**src/rtl/mem_port_sched_pkg.sv**
```systemverilog
// Shared definitions for the byte-port scheduler: widths, FSM encoding, grant and length codes.
// Latency: n/a (package).
// Backpressure: n/a (package).
package mmu_pkg;

  localparam int C_DATA_L       = 32;
  localparam int M_DATA_L       = 8;
  localparam int MADDR_L        = 32;
  localparam int BYTES_PER_WORD = C_DATA_L / M_DATA_L;

  // State encoding
  localparam logic [2:0] ST_IDLE    = 3'd0;
  localparam logic [2:0] ST_RD      = 3'd1;
  localparam logic [2:0] ST_RD_TAIL = 3'd2;
  localparam logic [2:0] ST_WR      = 3'd3;
  localparam logic [2:0] ST_ACK     = 3'd4;

  typedef enum logic [2:0] {
    IDLE    = ST_IDLE,
    RD      = ST_RD,
    RD_TAIL = ST_RD_TAIL,
    WR      = ST_WR,
    ACK     = ST_ACK
  } state_t;

  // Grant encoding; also the bit index of each requester in the arbiter req/grant vectors
  localparam logic PORT_I = 1'b0;
  localparam logic PORT_D = 1'b1;

  // Byte count minus one
  localparam logic [1:0] LEN_1B = 2'd0;
  localparam logic [1:0] LEN_2B = 2'd1;
  localparam logic [1:0] LEN_3B = 2'd2;
  localparam logic [1:0] LEN_4B = 2'd3;

  // Byte idx of a right-justified word (idx 0 = least significant byte)
  function automatic logic [M_DATA_L-1:0] be_byte(input logic [C_DATA_L-1:0] w,
                                                  input logic [1:0] idx);
    return w[M_DATA_L*idx +: M_DATA_L];
  endfunction

endpackage

```
**src/rtl/mem_port_sched_rr_arb2.sv**
```systemverilog
// Two-requester round-robin pick plus the last-grant register.
// Latency: grant is combinational from req; last-grant updates on the clock edge where update is high.
// Backpressure: none; the caller decides when a grant is taken via update.
// Ports: clk, rst (sync, active-low), req[1:0] (bit PORT_I / PORT_D), update, grant[1:0] one-hot.
module rr_arb2
  import mmu_pkg::*;
(
  input  logic       clk,
  input  logic       rst,
  input  logic [1:0] req,
  input  logic       update,
  output logic [1:0] grant
);

  logic last;  // port granted most recently

  always_comb begin
    grant = 2'b00;
    case (req)
      2'b01:   grant = 2'b01;
      2'b10:   grant = 2'b10;
      // On a tie the port that did not win last time gets the port
      2'b11:   grant = (last == PORT_I) ? 2'b10 : 2'b01;
      default: grant = 2'b00;
    endcase
  end

  always_ff @(posedge clk) begin
    if (!rst) begin
      last <= PORT_I;
    end else if (update && (grant != 2'b00)) begin
      last <= grant[PORT_D] ? PORT_D : PORT_I;
    end
  end

endmodule

```
**src/rtl/mem_port_sched.sv**
```systemverilog
// Shares one byte-wide memory port between instruction fetch (I) and data access (D), 1-4 byte bursts.
// Latency: read N bytes -> ack N+2 edges after grant; write N bytes -> ack N+1 edges after grant.
// Backpressure: level req held until the one-cycle ack; a request arriving mid-transaction waits in req.
// Ports: clk, rst (sync active-low); I side i_req/i_addr/i_len -> i_rdata/i_ack;
//        D side d_req/d_we/d_addr/d_len/d_wdata -> d_rdata/d_ack; memory m_din, m_dout,
//        m_raddr/m_waddr, m_re/m_we byte strobes; busy = not IDLE. All outputs registered.
module mem_port_sched
  import mmu_pkg::*;
(
  input  logic                clk,
  input  logic                rst,
  input  logic                i_req,
  input  logic [MADDR_L-1:0]  i_addr,
  input  logic [1:0]          i_len,
  output logic [C_DATA_L-1:0] i_rdata,
  output logic                i_ack,
  input  logic                d_req,
  input  logic                d_we,
  input  logic [MADDR_L-1:0]  d_addr,
  input  logic [1:0]          d_len,
  input  logic [C_DATA_L-1:0] d_wdata,
  output logic [C_DATA_L-1:0] d_rdata,
  output logic                d_ack,
  input  logic [M_DATA_L-1:0] m_din,
  output logic [M_DATA_L-1:0] m_dout,
  output logic [MADDR_L-1:0]  m_raddr,
  output logic [MADDR_L-1:0]  m_waddr,
  output logic                m_re,
  output logic                m_we,
  output logic                busy
);

  state_t              state;
  logic                port;      // granted requester
  logic [MADDR_L-1:0]  addr_nxt;  // address of the next byte to issue
  logic [1:0]          len_l;
  logic [C_DATA_L-1:0] wdata_l;
  logic [2:0]          cnt;       // index of the next byte to issue
  logic [C_DATA_L-1:0] acc;
  logic                rd_pend;   // m_din carries data for the strobe two cycles back

  logic [1:0]          grant;
  logic                g_d;
  logic                g_we;
  logic [MADDR_L-1:0]  g_addr;
  logic [1:0]          g_len;
  logic                issue_done;

  rr_arb2 u_arb (
    .clk    (clk),
    .rst    (rst),
    .req    ({d_req, i_req}),
    .update (state == IDLE),
    .grant  (grant)
  );

  always_comb begin
    g_d    = grant[PORT_D];
    g_we   = g_d & d_we;
    g_addr = g_d ? d_addr : i_addr;
    g_len  = g_d ? d_len  : i_len;
  end

  assign issue_done = (cnt > {1'b0, len_l});

  always_ff @(posedge clk) begin
    if (!rst) begin
      state    <= IDLE;
      port     <= PORT_I;
      addr_nxt <= '0;
      len_l    <= LEN_1B;
      wdata_l  <= '0;
      cnt      <= '0;
      acc      <= '0;
      rd_pend  <= 1'b0;
      i_rdata  <= '0;
      i_ack    <= 1'b0;
      d_rdata  <= '0;
      d_ack    <= 1'b0;
      m_dout   <= '0;
      m_raddr  <= '0;
      m_waddr  <= '0;
      m_re     <= 1'b0;
      m_we     <= 1'b0;
      busy     <= 1'b0;
    end else begin
      i_ack   <= 1'b0;
      d_ack   <= 1'b0;
      m_re    <= 1'b0;
      m_we    <= 1'b0;
      rd_pend <= m_re;
      // MSB-first accumulation: the first byte returned ends up most significant
      if (rd_pend) acc <= {acc[C_DATA_L-M_DATA_L-1:0], m_din};

      case (state)
        IDLE: begin
          if (grant != 2'b00) begin
            port     <= g_d;
            len_l    <= g_len;
            wdata_l  <= d_wdata;
            addr_nxt <= g_addr + 1'b1;
            cnt      <= 3'd1;
            acc      <= '0;
            busy     <= 1'b1;
            // Byte 0 is strobed straight out of IDLE so no cycle is lost
            if (g_we) begin
              m_we    <= 1'b1;
              m_waddr <= g_addr;
              m_dout  <= be_byte(d_wdata, g_len);
              state   <= WR;
            end else begin
              m_re    <= 1'b1;
              m_raddr <= g_addr;
              state   <= RD;
            end
          end
        end

        RD: begin
          if (!issue_done) begin
            m_re     <= 1'b1;
            m_raddr  <= addr_nxt;
            addr_nxt <= addr_nxt + 1'b1;
            cnt      <= cnt + 3'd1;
          end else begin
            state <= RD_TAIL;
          end
        end

        RD_TAIL: begin
          // Final byte is on m_din now; fold it in directly rather than waiting for acc
          if (port == PORT_D) begin
            d_rdata <= {acc[C_DATA_L-M_DATA_L-1:0], m_din};
            d_ack   <= 1'b1;
          end else begin
            i_rdata <= {acc[C_DATA_L-M_DATA_L-1:0], m_din};
            i_ack   <= 1'b1;
          end
          state <= ACK;
        end

        WR: begin
          if (!issue_done) begin
            m_we     <= 1'b1;
            m_waddr  <= addr_nxt;
            m_dout   <= be_byte(wdata_l, len_l - cnt[1:0]);
            addr_nxt <= addr_nxt + 1'b1;
            cnt      <= cnt + 3'd1;
          end else begin
            if (port == PORT_D) d_ack <= 1'b1;
            else                i_ack <= 1'b1;
            state <= ACK;
          end
        end

        ACK: begin
          busy  <= 1'b0;
          state <= IDLE;
        end

        default: begin
          busy  <= 1'b0;
          state <= IDLE;
        end
      endcase
    end
  end

endmodule

```
**config.mk**
```make
export PLATFORM = sky130hd
export DESIGN_NAME = mem_port_sched
export DESIGN_NICKNAME = d
export VERILOG_FILES = /design/src/rtl/mem_port_sched_pkg.sv /design/src/rtl/mem_port_sched_rr_arb2.sv /design/src/rtl/mem_port_sched.sv
export SDC_FILE = /design/constraint.sdc
export NUM_CORES = 1
export LEC_CHECK = 0
export CAP_MARGIN = 5
export CORE_UTILIZATION = 50
export DETAILED_ROUTE_END_ITERATION = 10
export GPL_TIMING_DRIVEN = 0
export PLACE_DENSITY = 0.79
export SETUP_SLACK_MARGIN = 0.5
export SLEW_MARGIN = 15
export SYNTH_ARGS = -nofsm -noshare
export SYNTH_HDL_FRONTEND = slang
export SYNTH_SLANG_ARGS = --single-unit
```
**constraint.sdc**
```tcl
create_clock -name clk -period 7 [get_ports clk]
set_input_delay 1.05 -clock clk [delete_from_list [all_inputs] [get_ports clk]]
set_output_delay 1.05 -clock clk [all_outputs]
set_load 0.005 [all_outputs]
```
==> flow_summary.yaml, run 1 <==
detailed_routing:
  ant_nets: 0
  viasPerCell: 6.05
  wl_per_cell_microns: 20.7
  drt_iter0_drc: 1069
  wl_microns: 41700
  drt-pass1-iter-count: 5
  remaining_drc_errors: 0
  via_count: 12200
worst_setup_path:
  critical_path_depth: 15
  end_kind: "flop"
  r2r_cells: 15
  critPathRequiredTime_ps: 7430
  worstPathArrival_ps: 6640
  crit_slowest_cell: "clkdlybuf4s15_1"
  path_max_fanout: 10
  crit_buf_inv: 6
  critPathMaxStageDelay_ps: 740
  critPathLaunchType: "input port"
  crit_chain: "clkdlybuf4s50_1 > a21boi_1 > buf_2 > buf_2 > buf_2 > clkdlybuf4s15_1 > mux2i_1 > a21oi_1 > ha_1 > o311ai_1 > or3_1 > clkbuf_1 > nor4_2 > a21oi_1 > o31a_1"
  cp_top_family: "buffers and inverters"
  path_class: "in -> reg"
  cpMostUsedCell: "buf_2"
floorplanning:
  die_area_sq_mm: 0.0230
  ioPinCount: 254
  rows: 54
  core_area_sq_mm: 0.0219
  dieWidth_microns: 152
  initial_core_util_pct: 51.2
  die_h_microns: 152
synth:
  ys_seq_area_share_pct: 42.7
  syn_nets: 1554
  yosysMostFrequentCell: "nand2_1"
  ys_top_cells_by_count: "nand2_1, dfxtp_1, a21oi_1"
  ys_seq_elements: 239
  synth_area_leaders: "dfxtp_1, nand2_1, a21oi_1"
  synth_ff_type: "dfxtp_1"
  synth_top_area_share_pct: 42.7
  synth_top_cell_by_area: "dfxtp_1"
  synthArstFlopShare_pct: 0
  synth-edff-count: 0
  ys_warn_count: 0
  avgSynthCellArea_sq_um: 7.80
  synth_area_sq_mm: 0.0112
  syn_inst: 1436
  synth.distinct_cells: 62
placement:
  gp_congestion: 0.949
  dp_hpwl_microns: 30400
  portBuffers: 253
power_and_ir_drop:
  power_mw: 6.54
  leakage_nw: 5.35
  vdd_drop_max_uv: 213
  power_density_mw_per_mm2: 437
job:
  cap_violations: 0
sta:
  final.period_utilization_pct: 88.8
  hold_slack_ps: 450
  max_freq_mhz: 161
  final.setup.tns_ps: 0
  skew_ps: 8.64
  max-slew-margin-rel_pct: 25.3
  grt_setup_unrepaired: "false"
  hold_viol: 0
  slew_violations: 0
  tightest_slew_ps: 1110
  setup_viol_count_final: 0
  post-route-min-period_ps: 6210
final_layout:
  post-route-util_pct: 68.3
  fin_nets: 1835
  drive_above_1_share_pct: 3.75
  diodes: 0
  nFillCells: 1885
  multi_input_area_sq_mm: 0.00594
  areaGrowthSynthToFinish_pct: 33.5
  regArea_sq_mm: 0.00478
clock_tree:
  clock-root-buffer: "clkbuf_16"
  cts_made_buffers: 26
  tritoncts: "built"
  cts_buffer_depth: 3
  hold_buffers: 0
  clk_latency_ps: 540
  htreeDepth: 1
  numClockSinks: 239
  path_clk_slew_ps: 70
grt:
  grt_pass1_vias: 11400
  grt_max_degree: 14
  grt_pass1_wl_microns: 62200
  grt-ovfl-total: 0
  antenna_found_initial: 0
  grt_usage_pct: 35.4
run_status:
  status: "completed"
hold_path:
  hp-class: "reg -> reg"
  holdPathStages: 2
path summary, 6_finish.rpt:
kind / start / end / slack (ps)
hold reg to reg: m_waddr[15]$_SDFFE_PN0P_ / m_waddr[15]$_SDFFE_PN0P_ / 450
setup reg to reg: state[2]$_SDFFE_PN0P_ / addr_nxt[28]$_SDFFE_PN0P_ / 970
hold / removal: m_waddr[15]$_SDFFE_PN0P_ / m_waddr[15]$_SDFFE_PN0P_ / 450
setup / recovery: d_req / addr_nxt[28]$_SDFFE_PN0P_ / 790
report_power, final:
group	internal [mW]	total [mW]	switching (mW)
clock	0.818	1.38	0.566
combinational	1.18	3.16	1.98
sequential	1.72	1.99	0.270
total	3.72	6.54	2.82
what timing repair did:
item | 4_1_cts | 5_1_grt
setup endpoints to repair | 0 | 1
setup buffers | 0 | 0
gates resized for setup | 0 | 1
metal layers:
layer	part of all wire [%]	vias to the layer above	global-route usage [%]
met5	0	-	0
met2	45	770	55.7
met4	3.7	0	16.5
li1	-	5609	-
met3	10	115	6.77
met1	41	5685	46.6
metrics by stage:
| stage | setup WS (ps) | area [sq um] | instances |
|---|---|---|---|
| after floorplan | 2480 | 11200 | 1436 |
| after global placement | 516 | 14100 | 1969 |
| after detailed placement | 407 | 14100 | 1969 |
| after CTS | 967 | 15000 | 2014 |
| after global routing | 534 | 15000 | 2014 |
| final | 787 | 15000 | 2014 |
worst min-delay path: stages, from the launching register on:
cell,delay (ps)
dfxtp_1,300
nand2_1,50
a21oi_1,50
registers in the layout, summed over array words and instances (netlist names):
name,flops
acc,24
addr_nxt,32
busy,1
cnt,3
d_ack,1
d_rdata,32
i_ack,1
i_rdata,32
len_l,2
m_dout,8
m_raddr,32
m_re,1
m_waddr,32
m_we,1
port,1
rd_pend,1
state,3
wdata_l,32
cell families after synthesis:
| group | after synthesis | share of synthesized area [%] |
|---|---|---|
| buffers and inverters | 126 | 4.35 |
| DFF | 239 | 42.7 |
| xor gates and xnor gates | 9 | 0.703 |
| adders and majority gates | 5 | 0.558 |
| and+or+nand+nor | 580 | 21.9 |
| muxes | 80 | 8.05 |
| AOI/OAI and AO/OA | 397 | 21.7 |
cell usage in the layout, fill, tap and decap left out, types with 29 or more instances in the layout:
| master | count |
|---|---|
| nand2_1 | 305 |
| clkdlybuf4s50_1 | 253 |
| dfxtp_1 | 239 |
| a21oi_1 | 200 |
| nor2_1 | 152 |
| clkbuf_1 | 115 |
| mux2i_1 | 71 |
| a211oi_1 | 66 |
| o211ai_1 | 38 |
| o21ai_0 | 29 |
layout make-up:
| cell class | count | area share, % |
|---|---|---|
| flip-flops and latches | 239 | 32.0 |
| repair buffers | 253 | 16.9 |
| plain buffers | 120 | 3.15 |
| multi-input cells | 1071 | 39.7 |
| clock inverters | 7 | 0.661 |
| inverters | 6 | 0.151 |
| clock buffers | 38 | 5.05 |
| well taps | 280 | 2.34 |
No activity file was read; power rests on OpenSTA's default activity.
==> run 2, diff against run 1 <==
Settings changed: SLEW_MARGIN 15 to 20.
==> results of run 2 <==
No change in the layout: final DEF, timing and power equal those of run 1.
==> run 3, diff against run 2 <==
Settings changed: CELL_PAD_IN_SITES_DETAIL_PLACEMENT set to 0, CELL_PAD_IN_SITES_GLOBAL_PLACEMENT set to 2, CORE_UTILIZATION 50 to 31, PLACE_DENSITY 0.79 to 0.85.
==> flow_summary.yaml, run 3 (same netlist as run 1, synthesis figures left out) <==
job:
  cap_violations: 0
clock_tree:
  path_clk_slew_ps: 60
  post_cts_buffers: 0
  cts_buffer_depth: 3
  cts_made_buffers: 28
  hold_buffers: 0
  tritoncts: "built"
  htreeDepth: 1
  numClockSinks: 239
  clk_latency_ps: 560
  clock-root-buffer: "clkbuf_16"
floorplanning:
  initial_core_util_pct: 31.5
  die_area_sq_mm: 0.0369
  die_h_microns: 192
  dieWidth_microns: 192
  rows: 69
  core_area_sq_mm: 0.0356
  ioPinCount: 254
sta:
  grt_setup_unrepaired: "true"
  final.period_utilization_pct: 88.1
  post-route-min-period_ps: 6160
  final.setup.tns_ps: 0
  max_freq_mhz: 162
  slew_violations: 0
  hold_slack_ps: 449
  setup_viol_count_final: 0
  max-slew-margin-rel_pct: 25.0
  hold_viol: 0
  tightest_slew_ps: 1120
  skew_ps: 10.3
final_layout:
  drive_above_1_share_pct: 4.31
  areaGrowthSynthToFinish_pct: 37.0
  instances_no_fill: 2204
  final_common_cell: "nand2_1"
  fin_nets: 1838
  mostFrequentLayoutCells: "nand2_1, clkdlybuf4s50_1, dfxtp_1, a21oi_1, nor2_1"
  nFillCells: 3690
worst_setup_path:
  r2r_cells: 15
  worstPathArrival_ps: 6630
  r2r-start: "state[2]$_SDFFE_PN0P_"
  cpMostUsedCell: "buf_2"
  rr_endpoint: "addr_nxt[30]$_SDFFE_PN0P_"
  rrSetupSlack_ps: 890
  cp_top_family: "buffers and inverters"
  path_max_fanout: 10
  end_kind: "flop"
  crit_chain: "clkdlybuf4s50_1 > a21boi_1 > buf_2 > buf_2 > buf_2 > buf_1 > mux2i_1 > a21oi_1 > ha_1 > o311ai_1 > or3_1 > clkbuf_1 > nor4_4 > nand4_1 > a311oi_1"
  critPathLaunchType: "input port"
  critPathMaxStageDelay_ps: 790
  endpoint: "addr_nxt[30]$_SDFFE_PN0P_"
  crit_slowest_cell: "buf_1"
  critical_path_depth: 15
  crit_buf_inv: 6
  critPathRequiredTime_ps: 7470
  cp-startpoint: "d_req"
  path_class: "in -> reg"
grt:
  grt_usage_pct: 24.9
  antenna_found_initial: 2
  grt_pass1_vias: 11400
  grt_pass1_wl_microns: 69500
  grt_max_degree: 16
  grt-ovfl-total: 0
placement:
  dp_cells: 2151
  portBuffers: 253
  dp_hpwl_microns: 34800
  gp_congestion: 0.925
detailed_routing:
  via_count: 11800
  wl_microns: 46900
  drt_iter0_drc: 830
  viasPerCell: 5.37
  remaining_drc_errors: 0
  wl_per_cell_microns: 21.3
  drt-pass1-iter-count: 5
  ant_nets: 0
power_and_ir_drop:
  power_mw: 6.80
  power.switching_mw: 2.93
  clkPwrFrac_pct: 23.0
  p_sw_share_pct: 43.1
  vdd_drop_max_uv: 251
  power_density_mw_per_mm2: 443
  p_seq_share_pct: 29.5
  power.internal_mw: 3.87
  p_comb_share_pct: 47.5
  leakage_nw: 5.44
hold_path:
  hp-class: "reg -> reg"
run_status:
  status: "completed"
==> run 3: cell count changes in the layout (fill, tap and decap cells not counted), moves of 2 or more <==
cell,delta
clkinv_2,+5
clkbuf_16,+2
bufinv_16,+2
clkbuf_1,-3
==> run 3: cell type report <==
class	instances	area, sq um	area share (%)
multi-input combinational	1071	5950	38.8
sequential	239	4780	31.2
tap	461	577	3.76
timing repair buffer	254	2540	16.6
clock buffer	38	798	5.20
clock inverter	14	198	1.29
antenna	1	2.50	0.0163
inverter	6	22.5	0.147
buffer	120	472	3.07
==> run 3: worst register-to-register path: cells and delay by family (launching register included) <==
family / cells / cell delay [ps]
buffers and inverters: 6 / 3160
and+or+nand+nor: 5 / 1400
AOI/OAI and AO/OA: 3 / 760
DFF: 1 / 410
adders and majority gates: 1 / 290
==> run 3: layer usage <==
layer	track usage, %	up-vias	wire length [microns]
li1	-	5626	-
met1	33.4	5627	20800
met2	40.5	506	21300
met3	5.10	79	3700
met4	6.51	2	1060
met5	0	-	13
==> run 3: metrics by stage <==
stage          util [%]  setup WS [ps]  area (sq um)
6_report           43.1            836         15300
5_1_grt            43.1            474         15300
4_1_cts            43.1            722         15300
3_5_place_dp       40.3            150         14300
3_3_place_gp       40.2            179         14300
2_1_floorplan         -           2480         11200
==> run 3: power groups by stage <==
stage                     sequential [mW]  combinational [mW]  clock, mW
after floorplan                      1.96                1.80          0
after global placement               2.02                3.15          0
after detailed placement             2.03                3.19          0
after CTS                            2.00                3.20       1.59
after global routing                 2.05                3.52       1.64
final                                2.01                3.23       1.56
==> run 3: worst min-delay path by stage <==
stage | start | end | cells after the start
after floorplan | wdata_l[0]$_SDFFE_PN0P_ | wdata_l[0]$_SDFFE_PN0P_ | 2
after global placement | m_waddr[5]$_SDFFE_PN0P_ | m_waddr[5]$_SDFFE_PN0P_ | 2
after detailed placement | m_waddr[5]$_SDFFE_PN0P_ | m_waddr[5]$_SDFFE_PN0P_ | 2
after CTS | m_waddr[5]$_SDFFE_PN0P_ | m_waddr[5]$_SDFFE_PN0P_ | 2
after global routing | m_waddr[5]$_SDFFE_PN0P_ | m_waddr[5]$_SDFFE_PN0P_ | 2
final | m_waddr[5]$_SDFFE_PN0P_ | m_waddr[5]$_SDFFE_PN0P_ | 2
==> run 3: what timing repair did <==
item / in CTS / in global routing
hold endpoints to repair: 0 / 0
gates resized for setup: 0 / 3
setup endpoints to repair: 0 / 4
